**src/rtl/pc_fetch_unit_pkg.sv**
```systemverilog
// Shared encodings and defaults for the instruction-fetch stage.
package pc_fetch_unit_pkg;

    localparam int unsigned XLEN = 32;
    localparam int unsigned SELW = 2;

    // Next-PC select codes; 2'b11 is reserved and treated as PC_BR.
    localparam logic [SELW-1:0] PC_PLUS4 = 2'b00;
    localparam logic [SELW-1:0] PC_JAL   = 2'b01;
    localparam logic [SELW-1:0] PC_BR    = 2'b10;

    localparam logic [XLEN-1:0] DEF_RESET_PC  = 32'h4000_0000;
    localparam logic [XLEN-1:0] DEF_NOP_INSTR = 32'h0000_0013;

    typedef enum logic {
        ST_BOOT = 1'b0,
        ST_RUN  = 1'b1
    } fetch_state_t;

endpackage

```
**src/rtl/pc_fetch_unit_pc_next_mux.sv**
```systemverilog
// Combinational next-PC priority select with word-alignment masking.
module pc_fetch_unit_pc_next_mux
    import pc_fetch_unit_pkg::*;
(
    input  logic [SELW-1:0] i_pcsel,
    input  logic [XLEN-1:0] i_jal_target,
    input  logic [XLEN-1:0] i_br_target,
    input  logic            i_stall,
    input  logic [XLEN-1:0] i_fetch_pc,
    output logic [XLEN-1:0] o_next_pc,
    output logic            o_misaligned
);

    logic [XLEN-1:0] w_target;

    // Redirects beat stall; EX-resolved branch beats ID-resolved JAL.
    always_comb begin
        w_target     = i_br_target;
        o_next_pc    = i_fetch_pc + XLEN'(4);
        o_misaligned = 1'b0;
        if (i_pcsel[1]) begin
            w_target = i_br_target;
        end else if (i_pcsel == PC_JAL) begin
            w_target = i_jal_target;
        end
        if (i_pcsel != PC_PLUS4) begin
            o_next_pc    = w_target & 32'hFFFF_FFFC;
            o_misaligned = w_target[1];
        end else if (i_stall) begin
            o_next_pc = i_fetch_pc;
        end
    end

endmodule

```
**src/rtl/pc_fetch_unit.sv**
```systemverilog
// IF stage: owns the PC, drives the 1-cycle IMEM, and presents instructions to ID.
module pc_fetch_unit
    import pc_fetch_unit_pkg::*;
#(
    parameter logic [31:0] RESET_PC  = DEF_RESET_PC,
    parameter logic [31:0] NOP_INSTR = DEF_NOP_INSTR
) (
    input  logic        clk,
    input  logic        rst_n,
    input  logic [1:0]  PCSel,
    input  logic [31:0] jal_target,
    input  logic [31:0] br_target,
    input  logic        stall,
    output logic [31:0] imem_addr,
    input  logic [31:0] imem_rdata,
    output logic [31:0] pc_if,
    output logic [31:0] instr_if,
    output logic        instr_valid,
    output logic        flush_id,
    output logic        misaligned
);

    fetch_state_t    r_state;
    fetch_state_t    w_state_nxt;
    logic [XLEN-1:0] r_fetch_pc;
    logic            r_misaligned;
    logic [XLEN-1:0] w_next_pc;
    logic            w_mis_strobe;

    pc_fetch_unit_pc_next_mux u_pc_next_mux (
        .i_pcsel      (PCSel),
        .i_jal_target (jal_target),
        .i_br_target  (br_target),
        .i_stall      (stall),
        .i_fetch_pc   (r_fetch_pc),
        .o_next_pc    (w_next_pc),
        .o_misaligned (w_mis_strobe)
    );

    // State register.
    always_ff @(posedge clk or negedge rst_n) begin
        if (!rst_n) begin
            r_state <= ST_BOOT;
        end else begin
            r_state <= w_state_nxt;
        end
    end

    // Next state: BOOT lasts exactly one cycle.
    always_comb begin
        w_state_nxt = r_state;
        if (r_state == ST_BOOT) begin
            w_state_nxt = ST_RUN;
        end
    end

    // Outputs: address select and same-cycle wrong-path kill.
    always_comb begin
        imem_addr   = RESET_PC;
        instr_valid = 1'b0;
        instr_if    = NOP_INSTR;
        flush_id    = 1'b0;
        if (r_state == ST_RUN) begin
            imem_addr = w_next_pc;
            flush_id  = PCSel[1];
            if (PCSel == PC_PLUS4) begin
                instr_valid = 1'b1;
                instr_if    = imem_rdata;
            end
        end
    end

    // fetch_pc tracks the address whose data is on imem_rdata.
    always_ff @(posedge clk or negedge rst_n) begin
        if (!rst_n) begin
            r_fetch_pc <= RESET_PC;
        end else begin
            r_fetch_pc <= imem_addr;
        end
    end

    // Sticky misalignment flag, cleared only by reset.
    always_ff @(posedge clk or negedge rst_n) begin
        if (!rst_n) begin
            r_misaligned <= 1'b0;
        end else if ((r_state == ST_RUN) && w_mis_strobe) begin
            r_misaligned <= 1'b1;
        end
    end

    assign pc_if      = r_fetch_pc;
    assign misaligned = r_misaligned;

endmodule

```
**config.mk**
```make
export PLATFORM = sky130hd
export DESIGN_NAME = pc_fetch_unit
export DESIGN_NICKNAME = d
export VERILOG_FILES = /design/src/rtl/pc_fetch_unit_pkg.sv /design/src/rtl/pc_fetch_unit_pc_next_mux.sv /design/src/rtl/pc_fetch_unit.sv
export SDC_FILE = /design/constraint.sdc
export NUM_CORES = 1
export LEC_CHECK = 0
export ABC_AREA = 1
export BUFFER_PORTS_ARGS = -buffer_cell sky130_fd_sc_hd__buf_2
export CORE_MARGIN = 5
export CORE_UTILIZATION = 41
export DETAILED_ROUTE_END_ITERATION = 6
export PLACE_DENSITY = 0.87
export SYNTH_ARGS = -nofsm -noshare
export SYNTH_HDL_FRONTEND = slang
export SYNTH_SLANG_ARGS = --single-unit
```
**constraint.sdc**
```tcl
create_clock -name clk -period 2.1 [get_ports clk]
set_clock_uncertainty 0.1 [all_clocks]
set_input_delay 0.315 -clock clk [delete_from_list [all_inputs] [get_ports clk]]
set_output_delay 0.315 -clock clk [all_outputs]
set_load 0.005 [all_outputs]
```
==> flow_summary.yaml, run 1 <==
critical_path:
  reg2reg_depth: 15
  path_cells: "buf_6, nand2_4, nor2_8, nand2_4, nor2_4, nand2_1, nand2_1, nand3_1, nand2_1, inv_1, buf_2"
  cp-startpoint: "pc_if[2]$_DFF_PN0_"
  slowest_stage: "dfrtp_1"
  r2r_start: "pc_if[3]$_DFF_PN0_"
  cp.required_ns: 1.68
  r2r_slack_ns: -0.01
  cp.arrival_ns: 1.84
  reg2reg_to: "pc_if[14]$_DFF_PN0_"
  cp-endpoint: "imem_addr[29]"
  slowest_delay_ns: 0.42
  cp-start-kind: "flop"
  cp-end-kind: "output pin"
  path_max_fanout: 7
  crit_type: "flop to output pin"
  crit_top_cell: "nand2_1"
power:
  p_total_mw: 1.86
  power_density_nw_per_um2: 433
  peakVddDrop_mv: 0.365
  power.static_leakage_nw: 2.43
sta:
  slew_violations: 0
  finalHoldViolations: 4
  fin_crit_sh_pct: 107
  setup-tns-final_ns: -2.16
  whs_ns: -0.00173
  setup_viol: 26
  timing.final.ws_setup_ns: -0.156
  period_minus_slack_ns: 2.26
  rsz0062_at_grt: "yes"
  max_freq_mhz: 443
  tightest_slew_ns: 0.786
  max-slew-margin-rel_pct: 47.6
final_layout:
  synthToLayoutAreaGrowth_pct: 60.0
  fillers: 583
  fin_nets: 753
  utilization_pct: 67.7
  drive_gt1_share_pct: 46.6
synthesis:
  ys_warn_count: 0
  synth-edff-count: 0
  synthTopCellsByArea: "dfrtp_1 (31%), nand2_1 (15%), nor2_1 (10%), inv_1 (7.5%), o22ai_1 (4.9%)"
  synthCells: 426
  synth.largest_area_cell: "dfrtp_1"
  synth-seq-cells: 34
  yosys.cell_count.top_type: "nand2_1"
  synthesis.area_um2: 2690
  synthFlopType: "dfrtp_1"
  yosysSeqAreaShare_pct: 31.7
  synth_top_area_share_pct: 30.7
  synth_commonest_cells: "nand2_1 (105), nor2_1 (72), inv_1 (54), dfrtp_1 (33), nand3_1 (23)"
  syn_nets: 528
  async_flop_share_pct: 100
  ys_types: 33
  synth_area_per_cell_um2: 6.31
clocking:
  numCtsBuffers: 5
  htree_num_levels: 2
  tritoncts: "built"
  ctsLongestPathBuffers: 2
  clkSlewWorstSetupHoldPaths_ns: 0.07
  postCtsHoldBufs: 0
  cts_sinks: 34
  root_buffer: "clkbuf_8"
  clk_latency_ns: 0.29
route:
  drt_wl_total_um: 11200
  drc: 0
  firstDrtPassIters: 5
  vias: 3625
  first_iter_violations: 180
  wl_per_cell_um: 15.3
  route.antenna.remaining_nets: 0
  viasPerCell: 4.97
status:
  violations: "hold timing, setup timing"
  status: "finished, violations left"
global_routing:
  grt_max_degree: 40
  grt_usage_pct: 25.3
  use_met1_pct: 30.6
  globalRouteMet3Util_pct: 5.70
  antenna_found_initial: 1
  grtUsageMet2_pct: 45.1
  globalRouteOverflowTotal: 0
  grt_pass1_wl_um: 17300
  gr-max-usage-layer: "met2"
  grt_pass1_vias: 3511
place:
  numPortBuffers: 197
  gp_congestion: 0.857
  place_hpwl_um: 8710
  dpl_worst_slack_ns: 0.0213
floorplan:
  start_util_pct: 42.3
  ioPinCount: 200
  die_area_um2: 8270
  core-area_um2: 6350
  die_height_um: 90.9
  dieWidth_um: 90.9
  placementRows: 29
hold_path:
  hold_path_class: "input pin to asynchronous set/reset pin"
flow_run:
  maxCapViolations: 0
worst min-delay path by stage:
stage / from / end / slack [ns]
CTS: rst_n / pc_if[7]$_DFF_PN0_ / 0.03
global route: rst_n / pc_if[8]$_DFF_PN0_ / 0.07
global placement: rst_n / pc_if[7]$_DFF_PN0_ / 0.34
floorplan: rst_n / misaligned$_DFFE_PN0P_ / -0.08
finish: rst_n / pc_if[7]$_DFF_PN0_ / -0.002
detailed placement: rst_n / pc_if[8]$_DFF_PN0_ / 0.35
flip-flops by register name (all words and copies together) (netlist names):
| signal | cells |
|---|---|
| misaligned | 1 |
| pc_if | 32 |
| r_state | 1 |
cells by family (layout without fill, tap and decap cells):
group / Yosys count / in the layout / share of synthesized area [%]
AOI/OAI and AO/OA: 68 / 68 / 15.0
xor gates and xnor gates: 2 / 2 / 0.652
buffers and inverters: 76 / 302 / 11.0
and+or+nand+nor: 244 / 244 / 40.9
DFF: 34 / 34 / 31.7
other: 1 / 2 / 0.140
adders and majority gates: 1 / 1 / 0.466
cell usage in the layout (no fill, tap or decap), drive strengths merged:
cell      n
a21oi    15
a221oi    1
nand3    25
nor2     87
conb      1
o21ai    21
dfstp     1
xor2      2
nand2   111
nand4     1
and2      2
o221ai    8
clkbuf    7
ha        1
nand3b    6
diode     1
o21bai    1
or2       4
dfrtp    33
o22ai    21
and3      1
nor3      7
clkinv    1
buf     235
inv      59
a31oi     1
through the flow:
| stage | hold WS, ns | area, µm² | instances |
|---|---|---|---|
| after floorplan | -0.0806 | 2690 | 426 |
| after global placement | 0.339 | 3820 | 696 |
| after detailed placement | 0.349 | 3820 | 696 |
| after CTS | 0.0322 | 4040 | 714 |
| after global routing | 0.0673 | 4300 | 730 |
| final | -0.00173 | 4300 | 730 |
worst max-delay path, delay by kind of cell, from the launching register on:
family	cells	cell delay, ns
buffers and inverters	3	0.29
DFF	1	0.42
and+or+nand+nor	8	0.83
report_power, final:
group | switching, mW | internal [mW] | leakage, nW
combinational | 0.303 | 0.279 | 1.96
sequential | 0.0604 | 0.701 | 0.426
clock | 0.252 | 0.265 | 0.0482
total | 0.616 | 1.25 | 2.43
routing by layer:
metal	part of all wire (%)	up-vias
li1	-	1814
met1	39	1646
met2	51	151
met3	7.6	14
met4	2.2	0
met5	0	-
cell type report:
cell class,count,area [µm²],area share (%)
Tap cell,77,96.3,2.24
Clock buffer,7,86.3,2.01
Antenna cell,1,2.50,0.0582
Sequential cell,34,856,19.9
Inverter,59,221,5.15
Timing Repair Buffer,235,1340,31.1
Clock inverter,1,5.00,0.116
Multi-Input combinational cell,316,1700,39.4
repair_timing:
item,4_1_cts,5_1_grt
resized for setup,20,39
setup endpoints to repair,24,28
pin swaps,11,22
buffers inserted,10,15
Note: power is estimated with default switching activity, not from simulation.
==> inputs of run 2 (changes only) <==
Settings changed: SKIP_CTS_REPAIR_TIMING set to 1.
==> flow_summary.yaml, run 2 (same netlist as run 1, synthesis figures left out) <==
status:
  status: "finished, violations left"
  violations: "hold timing, setup timing"
clocking:
  numCtsBuffers: 5
  cts_sinks: 34
  clkSlewWorstSetupHoldPaths_ns: 0.07
  root_buffer: "clkbuf_8"
  htree_num_levels: 2
  tritoncts: "built"
  ctsLongestPathBuffers: 2
  clk_latency_ns: 0.29
final_layout:
  multi_input_area_um2: 1760
  design_area_um2: 4340
  largest_register_ffs: 32
  fillers: 564
  drive_gt1_share_pct: 48.9
  final_cell_mix: "buf_2 (193), nand2_1 (96), nor2_1 (68)"
  layout_commonest_cell: "buf_2"
  regArea_um2: 865
  synthToLayoutAreaGrowth_pct: 61.6
  fin_nets: 749
route:
  firstDrtPassIters: 5
  drt_wl_total_um: 11400
  drc: 0
  first_iter_violations: 202
  route.antenna.remaining_nets: 0
  viasPerCell: 5.03
  wl_per_cell_um: 15.7
  vias: 3649
global_routing:
  grt_pass1_vias: 3422
  grt_pass1_wl_um: 17000
  globalRouteOverflowTotal: 0
  grt_usage_pct: 24.8
  grt_max_degree: 40
  antenna_found_initial: 1
sta:
  setup_viol: 20
  period_minus_slack_ns: 2.37
  tightest_slew_ns: 0.780
  slew_violations: 0
  timing.final.ws_setup_ns: -0.269
  max_freq_mhz: 422
  finalHoldViolations: 5
  setup-tns-final_ns: -2.83
  rsz0062_at_grt: "yes"
  max-slew-margin-rel_pct: 48.0
  fin_crit_sh_pct: 113
  whs_ns: -0.00360
critical_path:
  cp-end-kind: "output pin"
  cp-start-kind: "flop"
  r2r_slack_ns: 0.29
  r2r_start: "pc_if[3]$_DFF_PN0_"
  cp.arrival_ns: 1.95
  path_max_fanout: 4
  cp.required_ns: 1.68
  reg2reg_to: "pc_if[14]$_DFF_PN0_"
  crit_type: "flop to output pin"
  reg2reg_depth: 11
floorplan:
  start_util_pct: 42.3
  core-area_um2: 6350
  ioPinCount: 200
  placementRows: 29
  die_height_um: 90.9
  dieWidth_um: 90.9
  die_area_um2: 8270
power:
  power.static_leakage_nw: 2.41
  switching_share_pct: 33.5
  p_seq_share_pct: 41.0
  combPwrFrac_pct: 31.2
  power_switching_mw: 0.625
  p_int_mw: 1.24
  power_density_nw_per_um2: 430
  peakVddDrop_mv: 0.364
  clkPwrFrac_pct: 27.8
hold_path:
  hold_path_class: "input pin to asynchronous set/reset pin"
flow_run:
  maxCapViolations: 0
place:
  dpl_cell_area_um2: 3820
  gp_congestion: 0.857
  numPortBuffers: 197
  place_hpwl_um: 8710
-- run 2: power by group through the flow --
stage	combinational [mW]	clock [mW]	sequential [mW]
floorplan	0.222	0	0.762
global placement	0.506	0	0.769
detailed placement	0.514	0	0.770
CTS	0.516	0.524	0.758
global route	0.642	0.555	0.772
finish	0.583	0.519	0.766
-- run 2: metal layers --
| metal | vias up | track usage (%) | share of wire [%] |
|---|---|---|---|
| met3 | 14 | 5.70 | 7.5 |
| met4 | 0 | 6.11 | 2.1 |
| li1 | 1807 | - | - |
| met1 | 1662 | 30.4 | 39 |
| met5 | - | 0 | 0 |
| met2 | 166 | 43.8 | 51 |
-- run 2: worst max-delay path by stage --
stage	from	endpoint	slack, ns
detailed placement	pc_if[3]$_DFF_PN0_	imem_addr[30]	0.02
global placement	pc_if[3]$_DFF_PN0_	imem_addr[30]	0.1
CTS	pc_if[3]$_DFF_PN0_	imem_addr[30]	-0.30
floorplan	pc_if[2]$_DFF_PN0_	imem_addr[16]	0.30
finish	pc_if[3]$_DFF_PN0_	imem_addr[22]	-0.27
global route	pc_if[3]$_DFF_PN0_	imem_addr[22]	-0.35
-- run 2: area by class of cell --
cell class / instances / area share (%)
repair buffers: 231 / 30.0
clock buffers: 7 / 1.99
flip-flops and latches: 34 / 19.9
well taps: 77 / 2.22
diodes: 1 / 0.0577
inverters: 59 / 5.10
clock inverters: 1 / 0.115
multi-input cells: 316 / 40.6
-- run 2: per-stage QoR --
stage	instances	hold WS (ns)	setup WS (ns)	total power, mW	util [%]
after global routing	726	0.0669	-0.350	1.97	68.4
after floorplan	426	-0.0806	0.305	0.984	-
after detailed placement	696	0.349	0.0213	1.28	60.1
after CTS	704	0.0322	-0.298	1.80	61.5
after global placement	696	0.339	0.0973	1.28	60.1
final	726	-0.00360	-0.269	1.87	68.4
-- run 2: worst max-delay path: stages, from the launching register on --
cell     delay (ns)
dfrtp_1        0.40
ha_2           0.23
nand2_4        0.07
nor2_4         0.12
nand2_2        0.08
nor2_4         0.19
nand2_2        0.10
o21ai_1        0.13
nand3_1        0.08
nand2_1        0.09
inv_2          0.04
buf_6          0.11
==> inputs of run 3 (changes only) <==
Settings changed: BUFFER_PORTS_ARGS -buffer_cell sky130_fd_sc_hd__buf_2 to unset, CORE_UTILIZATION 41 to 55, DONT_BUFFER_PORTS set to 1, PLACE_DENSITY 0.87 to 0.76, SYNTH_HIERARCHICAL set to 1.
==> flow_summary.yaml, run 3 <==
synthesis:
  ys_warn_count: 6
  synth-seq-cells: 34
  synth_area_per_cell_um2: 6.00
  synthesis.area_um2: 3090
  async_flop_share_pct: 100
  synthFlopType: "dfrtp_1"
  synth-edff-count: 0
  synth.largest_area_cell: "dfrtp_1"
  yosys.cell_count.top_type: "nand2_1"
  synthTopCellsByArea: "dfrtp_1 (27%), nand2_1 (20%), inv_1 (13%), nand3_1 (11%), nor2_2 (7.1%)"
  ys_types: 32
  synth_commonest_cells: "nand2_1 (167), inv_1 (109), nand3_1 (69), nor2_2 (35), dfrtp_1 (33)"
  synthCells: 516
  synth_top_area_share_pct: 26.7
  yosysSeqAreaShare_pct: 27.5
  syn_nets: 618
power:
  power.static_leakage_nw: 1.90
  switching_share_pct: 28.4
  p_total_mw: 1.85
  peakVddDrop_mv: 0.363
  p_seq_share_pct: 41.0
  power_switching_mw: 0.526
  clkPwrFrac_pct: 41.0
  power_density_nw_per_um2: 513
  p_int_mw: 1.32
  combPwrFrac_pct: 18.0
hold_path:
  hold_path_class: "input pin to flop"
place:
  place_hpwl_um: 7190
  dpl_worst_slack_ns: 0.0703
  gp_congestion: 0.856
  numPortBuffers: 0
  dp_cells: 583
sta:
  rsz0062_at_grt: "yes"
  finalHoldViolations: 0
  slew_violations: 0
  max_freq_mhz: 437
  setup-tns-final_ns: -3.00
  period_minus_slack_ns: 2.29
  fin_crit_sh_pct: 109
  setup_viol: 25
  timing.final.ws_setup_ns: -0.187
critical_path:
  cp-end-kind: "output pin"
  cp.arrival_ns: 1.87
  path_max_fanout: 4
  cp.required_ns: 1.68
  crit_type: "flop to output pin"
  cp-start-kind: "flop"
clocking:
  clkSlewWorstSetupHoldPaths_ns: 0.08
  tritoncts: "built"
  numCtsBuffers: 5
  clk_latency_ns: 0.29
  cts_sinks: 34
  ctsLongestPathBuffers: 2
  root_buffer: "clkbuf_8"
  htree_num_levels: 2
route:
  route.antenna.remaining_nets: 0
  drc: 0
  wl_per_cell_um: 16.4
  firstDrtPassIters: 5
  drt_wl_total_um: 9860
  viasPerCell: 5.34
  vias: 3215
  first_iter_violations: 301
floorplan:
  core-area_um2: 5470
  die_height_um: 85.0
  dieWidth_um: 85.0
  die_area_um2: 7230
  ioPinCount: 200
  start_util_pct: 56.5
  placementRows: 27
final_layout:
  n_antenna_cell: 0
  utilization_pct: 65.9
  layout_commonest_cell: "nand2_1"
  stdcell_count: 602
  drive_gt1_share_pct: 26.6
  largest_register_ffs: 32
  fin_nets: 631
  final_cell_mix: "nand2_1 (160), inv_1 (90), nand3_1 (63)"
  synthToLayoutAreaGrowth_pct: 16.5
status:
  violations: "setup timing"
  status: "finished, violations left"
global_routing:
  globalRouteOverflowTotal: 0
  grt_max_degree: 38
  antenna_found_initial: 0
  grt_pass1_vias: 2896
  grt_usage_pct: 24.9
  grt_pass1_wl_um: 14700
flow_run:
  maxCapViolations: 0
==> run 3: cell count changes in the layout (fill, tap and decap cells not counted), moves of 8 or more <==
| cell | change |
|---|---|
| buf_2 | -193 |
| nand2_1 | +64 |
| nor2_1 | -51 |
| nand3_1 | +44 |
| inv_1 | +41 |
| nor2_2 | +34 |
| o22ai_1 | -21 |
| buf_4 | -12 |
| inv_2 | +10 |
| o21ai_1 | -10 |
| o221ai_1 | -8 |
==> run 3: kinds of logic (layout without fill, tap and decap cells) <==
family / Yosys count / count (layout) / share of synthesized area (%)
xor+xnor: 7 / 7 / 1.98
other cells: 1 / 1 / 0.121
buf+inv: 129 / 142 / 16.9
fa+ha+maj: 1 / 1 / 0.404
flops: 34 / 34 / 27.5
simple gates: 325 / 326 / 49.3
compound gates: 19 / 19 / 3.76
==> run 3: power groups by stage <==
stage | logic (mW) | registers, mW | clock network [mW]
2_1_floorplan | 0.242 | 0.750 | 0
3_3_place_gp | 0.283 | 0.764 | 0
3_5_place_dp | 0.291 | 0.767 | 0
4_1_cts | 0.293 | 0.754 | 0.765
5_1_grt | 0.377 | 0.769 | 0.806
6_report | 0.333 | 0.760 | 0.758
==> run 3: critical path, stage by stage, from the launching register on <==
cell and delay [ns]:
dfrtp_1 0.39, ha_2 0.23, nand2_2 0.08, nor2_4 0.21
nand3_4 0.13, nor2_4 0.16, nand3b_1 0.08, nand2_1 0.06
nand2_1 0.04, nand2_1 0.06, nand2_1 0.06, inv_2 0.09
==> run 3: worst paths after layout <==
check	from	end	cells past startpoint	slack [ns]
hold / removal	br_target[1]	misaligned$_DFFE_PN0P_	3	0.14
min in group asynchronous	rst_n	pc_if[7]$_DFF_PN0_	2	0.40
setup / recovery	pc_if[2]$_DFF_PN0_	imem_addr[28]	11	-0.19
hold reg to reg	misaligned$_DFFE_PN0P_	misaligned$_DFFE_PN0P_	1	0.40
setup reg to reg	pc_if[2]$_DFF_PN0_	pc_if[28]$_DFF_PN0_	12	0.32
max in group asynchronous	rst_n	pc_if[30]$_DFF_PN1_	2	1.25
==> run 3: layout make-up <==
cell class | instances | area (µm²)
Clock buffer | 6 | 82.6
Clock inverter | 2 | 60.1
Fill cell | 497 | 1870
Inverter | 110 | 413
Multi-Input combinational cell | 354 | 1860
Sequential cell | 34 | 872
Tap cell | 72 | 90.1
Timing Repair Buffer | 24 | 231
==> run 3: stage by stage <==
step	area, µm²	hold slack (ns)
floorplan	3090	-0.0806
global placement	3190	-0.0796
detailed placement	3190	-0.0793
CTS	3330	-0.394
global route	3610	0.175
finish	3610	0.143
==> run 3: metal layers <==
| metal | share of wire, % | track usage, % |
|---|---|---|
| met5 | 0 | 0 |
| met4 | 0.69 | 4.60 |
| met3 | 12 | 9.13 |
| met2 | 49 | 40.7 |
| met1 | 38 | 31.9 |
